===== src/rtl/mem_port_arbiter.sv =====
// mem_port_arbiter: two-requester round-robin arbiter in front of one single-port
// valid/ready memory, with a per-access timeout that completes a hung access with err.
`default_nettype none

module mem_port_arbiter #(
  parameter int WIDTH   = 32,
  parameter int ADDRE   = 8,
  parameter int TIMEOUT = 16
) (
  input  logic             clk_i,
  input  logic             rst_i,
  input  logic             req0_valid_i,
  input  logic             req0_wrdata_i,
  input  logic [ADDRE-1:0] req0_addre_i,
  input  logic [WIDTH-1:0] req0_write_i,
  output logic             req0_ready_o,
  output logic             req0_err_o,
  input  logic             req1_valid_i,
  input  logic             req1_wrdata_i,
  input  logic [ADDRE-1:0] req1_addre_i,
  input  logic [WIDTH-1:0] req1_write_i,
  output logic             req1_ready_o,
  output logic             req1_err_o,
  output logic [WIDTH-1:0] rsp_read_o,
  output logic             mem_valid_o,
  output logic             mem_wrdata_o,
  output logic [ADDRE-1:0] mem_addre_o,
  output logic [WIDTH-1:0] mem_write_o,
  input  logic             mem_ready_i,
  input  logic [WIDTH-1:0] mem_read_i,
  output logic             busy_o,
  output logic             grant_o
);

  localparam int CW = (TIMEOUT > 2) ? $clog2(TIMEOUT) : 1;

  typedef enum logic [1:0] {
    IDLE = 2'd0,
    BUSY = 2'd1,
    DONE = 2'd2
  } state_t;

  state_t          state, state_nxt;
  logic            prio;       // requester that wins a tie in IDLE
  logic            err_flag;
  logic [CW-1:0]   count;
  logic            take;
  logic            sel;
  logic            timeout_hit;

  assign timeout_hit = (count == CW'(TIMEOUT - 1));

  always_ff @(posedge clk_i) begin
    if (!rst_i) state <= IDLE;
    else        state <= state_nxt;
  end

  always_comb begin
    state_nxt = state;
    take      = 1'b0;
    sel       = 1'b0;
    unique case (state)
      IDLE: begin
        if (req0_valid_i && req1_valid_i) begin
          take = 1'b1;
          sel  = prio;
        end else if (req0_valid_i) begin
          take = 1'b1;
          sel  = 1'b0;
        end else if (req1_valid_i) begin
          take = 1'b1;
          sel  = 1'b1;
        end
        if (take) state_nxt = BUSY;
      end
      BUSY:    if (mem_ready_i || timeout_hit) state_nxt = DONE;
      DONE:    state_nxt = IDLE;
      default: state_nxt = IDLE;
    endcase
  end

  always_ff @(posedge clk_i) begin
    if (!rst_i) begin
      prio         <= 1'b0;
      grant_o      <= 1'b0;
      err_flag     <= 1'b0;
      count        <= '0;
      rsp_read_o   <= '0;
      mem_wrdata_o <= 1'b0;
      mem_addre_o  <= '0;
      mem_write_o  <= '0;
    end else begin
      unique case (state)
        IDLE: begin
          count    <= '0;
          err_flag <= 1'b0;
          if (take) begin
            grant_o      <= sel;
            mem_wrdata_o <= sel ? req1_wrdata_i : req0_wrdata_i;
            mem_addre_o  <= sel ? req1_addre_i  : req0_addre_i;
            mem_write_o  <= sel ? req1_write_i  : req0_write_i;
          end
        end
        BUSY: begin
          count <= count + 1'b1;
          // Ready beats a coinciding timeout.
          if (mem_ready_i) begin
            if (!mem_wrdata_o) rsp_read_o <= mem_read_i;
          end else if (timeout_hit) begin
            err_flag <= 1'b1;
          end
        end
        DONE: begin
          prio     <= ~grant_o;
          count    <= '0;
          err_flag <= 1'b0;
        end
        default: begin
          count    <= '0;
          err_flag <= 1'b0;
        end
      endcase
    end
  end

  assign mem_valid_o  = (state == BUSY);
  assign busy_o       = (state != IDLE);
  assign req0_ready_o = (state == DONE) && !grant_o;
  assign req1_ready_o = (state == DONE) &&  grant_o;
  assign req0_err_o   = req0_ready_o && err_flag;
  assign req1_err_o   = req1_ready_o && err_flag;

endmodule

`default_nettype wire


===== config.mk =====
export PLATFORM = sky130hd
export DESIGN_NAME = mem_port_arbiter
export DESIGN_NICKNAME = d
export VERILOG_FILES = /design/src/rtl/mem_port_arbiter.sv
export SDC_FILE = /design/constraint.sdc
export NUM_CORES = 1
export LEC_CHECK = 0
export ABC_AREA = 0
export CORE_MARGIN = 3
export CORE_UTILIZATION = 45
export CTS_CLUSTER_SIZE = 14
export DETAILED_ROUTE_END_ITERATION = 12
export PLACE_DENSITY = 0.88
export SLEW_MARGIN = 5
export SYNTH_ARGS = -nofsm -noshare
export SYNTH_HDL_FRONTEND = slang
export SYNTH_SLANG_ARGS = --single-unit

===== constraint.sdc =====
create_clock -name clk_i -period 3.99 [get_ports clk_i]
set_clock_uncertainty 0.1 [all_clocks]
set_input_delay 0.798 -clock clk_i [delete_from_list [all_inputs] [get_ports clk_i]]
set_output_delay 0.798 -clock clk_i [all_outputs]
set_load 0.03 [all_outputs]

# Word-level counts from Yosys, hierarchy flattened
# Index checks and enable logic that the tools add are counted.
[word_totals] ff_bits=82 inputBits=119
[op_classes] bitwise=3 addsub=1 reduce_logical=14 n_eq_ne=5 muxes=14
[op_table] cell="32-bit 2-to-1 mux" n=1
[op_table] cell="1-bit 2-to-1 mux" n=9
[op_table] cell="8-bit 2-to-1 mux" n=1
[op_table] cell="2-bit AND reduction" n=4
[op_table] cell="1-bit logical AND" n=5
[op_table] cell="4-bit by 1-bit adder with 4-bit output (second input constant)" n=1
[op_table] cell="4-bit equality test (second input constant)" n=1
[op_table] cell="2-bit 2-to-1 mux" n=2
[op_table] cell="2-bit by 1-bit != test with 1-bit output (second input constant)" n=2
[op_table] cell="2-bit one-hot mux with 2 select lines" n=1
[op_table] cell="1-bit inverter" n=3
[op_table] cell="3-bit AND reduction" n=1
[op_table] cell="2-bit by 1-bit equality test with 1-bit output (second input constant)" n=1
[op_table] cell="2-bit equality test (second input constant)" n=1
[op_table] cell="2-bit zero test" n=1
[op_table] cell="2-bit nonzero test" n=1
[op_table] cell="1-bit zero test" n=1
[op_table] cell="1-bit logical OR" n=1

# Longest topological paths before layout
[depth] word_depth=6 ltp_mapped=6 ltp_nobuf=4

# Worst setup path before layout
# Ideal clock, no wire load.
[synth_timing] kind="flip-flop to output port" from="register state[1]" to="output req0_err_o" setup_slack_ns=1.594 path_stages_with_launch=4 arrival_time_ns=1.498 path_cell_list="dfxtp_1 > nor2b_1 > nor2b_1 > and2_1"
[synth_via] elab_chain_len=3
[synth_rtl] element="start, declared" line_no="43" rtl="state_t state, state_nxt;"
[synth_rtl] element="start signal, assigned" line_no="55" rtl="else state <= state_nxt;"
[synth_rtl] element="2-bit equality test" line_no="128" rtl="assign req0_ready_o = (state == DONE) && !grant_o;"
[synth_rtl] element="1-bit logical AND" line_no="128"
[synth_rtl] element="via req0_ready_o" line_no="16" rtl="output logic req0_ready_o,"
[synth_rtl] element="1-bit logical AND" line_no="130" rtl="assign req0_err_o = req0_ready_o && err_flag;"
[synth_rtl] element="end, declared" line_no="17" rtl="output logic req0_err_o,"
# The timed path passes the listed nets, and every way through them passes these cells.

# Worst setup path in the final report
[layout_timing] from="register state[1]" to="output req0_err_o"
[layout_via] elab_chain_len=3
[layout_rtl] element="2-bit equality test" line_no="128"
[layout_rtl] element="1-bit logical AND" line_no="128"
[layout_rtl] element="1-bit logical AND" line_no="130"
# No other way between the ends.

==> results.ini <==
[global_route]
met3_usage=0.0778
grt_pass1_wl_um=20500
antenna_found_initial=0
overflow=0
grt.total_usage=0.241
met1_usage=0.291
grt_pass1_vias=4090
grt_use_met2=0.409
top_usage_layer=met2
grt_max_degree=85

[clock_network]
clockBufferDepth=2
cts_resized=0
clock-sinks=82
cts_buffers=9
postCtsHoldBufs=0
cts_tree=yes
postCtsSetupRepairBufs=0
h-tree-depth=3
path_clk_slew_ns=0.09
clock_latency_ns=0.34
cts_root_buffer=clkbuf_8

[critical_path]
worstSetupPathType=reg2out
start_kind=register
required_ns=3.09
arrival_ns=2.14
worstPathMaxFanout=5
end_kind=output pin

[synthesis]
ys_warn_count=0
synthesis.area_mm2=0.00426
async_reset_ff_frac=0
synth_top_area_share=0.385
synth_area_leaders=dfxtp_1, nor4b_2, nor4b_1
synth_ff_type=dfxtp_1
yosysTopAreaCell=dfxtp_1
ys_ff_latch=82
syn-num-nets=554
synthDistinctLibCells=33
synth_edf_count=0
syn_area_per_cell_um2=9.82
syn_inst=434
yosysSeqAreaShare=0.385

[sta]
period_share=0.762
maxSlewViolCount=0
timing.slew.headroom=0.267
hold_violations=0
rsz0062_at_grt=no
worst_pin_slew_ns=1.10
setup_viol_count_final=0
setup_slack_ns=0.948
finalCriticalPeriod_ns=3.04
setup_tns_ns=0
max_freq_mhz=329

[drt]
dr.pass1.iters=4
drt.antenna.violating_nets=0
drc_errors=0
wl_per_cell_um=18.2
routed_wl_um=13200
drt_iter0_drc=164
via_per_inst=5.77
vias=4191

[power]
power_density_mw_per_mm2=375
total_power_w=0.00241
ir_worst_vdd_uv=203
p_leak_nw=2.09

[die]
die-area_mm2=0.0107
initial_core_util=0.475
fp-row-count=34
core_area_mm2=0.00898
fp.dieH_um=103
ios=199
die_x_um=103

[final_layout]
diodes=0
fin_util=0.716
drive_above_1_share=0.135
instances_no_fill=726
layout.nets=716
syn2layout_area_growth_pct=50.7

[placement]
place_congestion=0.823
place_inst=711
place_hpwl_um=9100
dpl_worst_slack_ns=1.17
port_buffers=198

[job]
drv_cap=0

[run_status]
run_status=completed

[hold_path]
hp-class=reg2reg

## layout make-up
class | instances | area [um^2]
fillers | 649 | 2550
multi-input cells | 293 | 2330
repair buffers | 207 | 2040
flip-flops and latches | 82 | 1640
well taps | 126 | 158
clock buffers | 9 | 124
clock inverters | 6 | 116
inverters | 3 | 11.3
## flip-flops by register name (all words and copies together), names as in the netlist
register,cells
err_flag,1
mem_addre_o,8
count,4
grant_o,1
state,2
mem_write_o,32
rsp_read_o,32
mem_wrdata_o,1
prio,1
## cell families (layout without fill, tap and decap cells)
logic type	Yosys count	count (layout)	share of synthesized area
AOI/OAI and AO/OA	118	118	0.201
and+or+nand+nor	172	172	0.334
DFF	82	82	0.385
adders and majority gates	1	1	0.00293
xor gates and xnor gates	2	2	0.00411
buffers and inverters	59	225	0.0725
## final timing paths
check                      start              to  slack [ns]  cells past startpoint
setup / recovery        state[1]      req0_err_o        0.95                      4
hold / removal    rsp_read_o[23]  rsp_read_o[23]        0.35                      2
setup reg to reg        state[1]  mem_write_o[1]        1.56                      6
hold reg to reg   rsp_read_o[23]  rsp_read_o[23]        0.35                      2
## synth_stat cells, types with 2 or more instances
cell type / instances
a2111oi_0: 24
a2111oi_1: 16
a21boi_1: 33
a21oi_1: 41
and2_1: 2
and3_1: 2
buf_2: 22
buf_6: 6
clkbuf_1: 26
dfxtp_1: 82
inv_1: 2
nand2_1: 66
nand3_1: 3
nor2_1: 7
nor2b_1: 4
nor4b_1: 32
nor4b_2: 50
## per-layer routing
metal | share of wire | wire length [um]
met5 | 0 | 0
met4 | 0.023 | 310
met3 | 0.10 | 1330
met2 | 0.48 | 6330
met1 | 0.40 | 5250
## stage by stage
| step | hold slack (ns) | cell area, um^2 |
|---|---|---|
| finish | 0.353 | 6420 |
| global route | 0.374 | 6420 |
| CTS | 0.356 | 6420 |
| detailed placement | 0.345 | 6180 |
| global placement | 0.330 | 6180 |
| floorplan | 0.318 | 4260 |
## power by group
group | internal [W] | total [W] | switching [W]
Clock | 0.000416 | 0.000720 | 0.000304
Sequential | 0.000892 | 0.000940 | 0.0000475
Combinational | 0.000342 | 0.000751 | 0.000410
Total | 0.00165 | 0.00241 | 0.000762
## layout by cell type, fill, tap and decap left out, types with 3 or more instances in the layout
| cell | netlist | routed |
|---|---|---|
| a2111oi_1 | 16 | 16 |
| nor2_1 | 7 | 7 |
| nand2_1 | 66 | 66 |
| a21boi_1 | 33 | 33 |
| nor4b_2 | 50 | 50 |
| a2111oi_0 | 24 | 24 |
| a21oi_1 | 41 | 41 |
| buf_4 | 1 | 9 |
| dfxtp_1 | 82 | 82 |
| clkbuf_8 | 0 | 9 |
| clkdlybuf4s50_1 | 0 | 196 |
| bufinv_16 | 0 | 3 |
| nor4b_1 | 32 | 32 |
| clkinv_4 | 0 | 3 |
| nor2b_1 | 4 | 3 |
| nand3_1 | 3 | 3 |
## critical path, cell delays in order, from the launching register on
cell,delay (ns)
dfxtp_1,0.47
nor2b_1,0.31
nor2b_1,0.20
and2_1,0.13
clkdlybuf4s50_1,0.68
(Power assumes the default switching activity.)
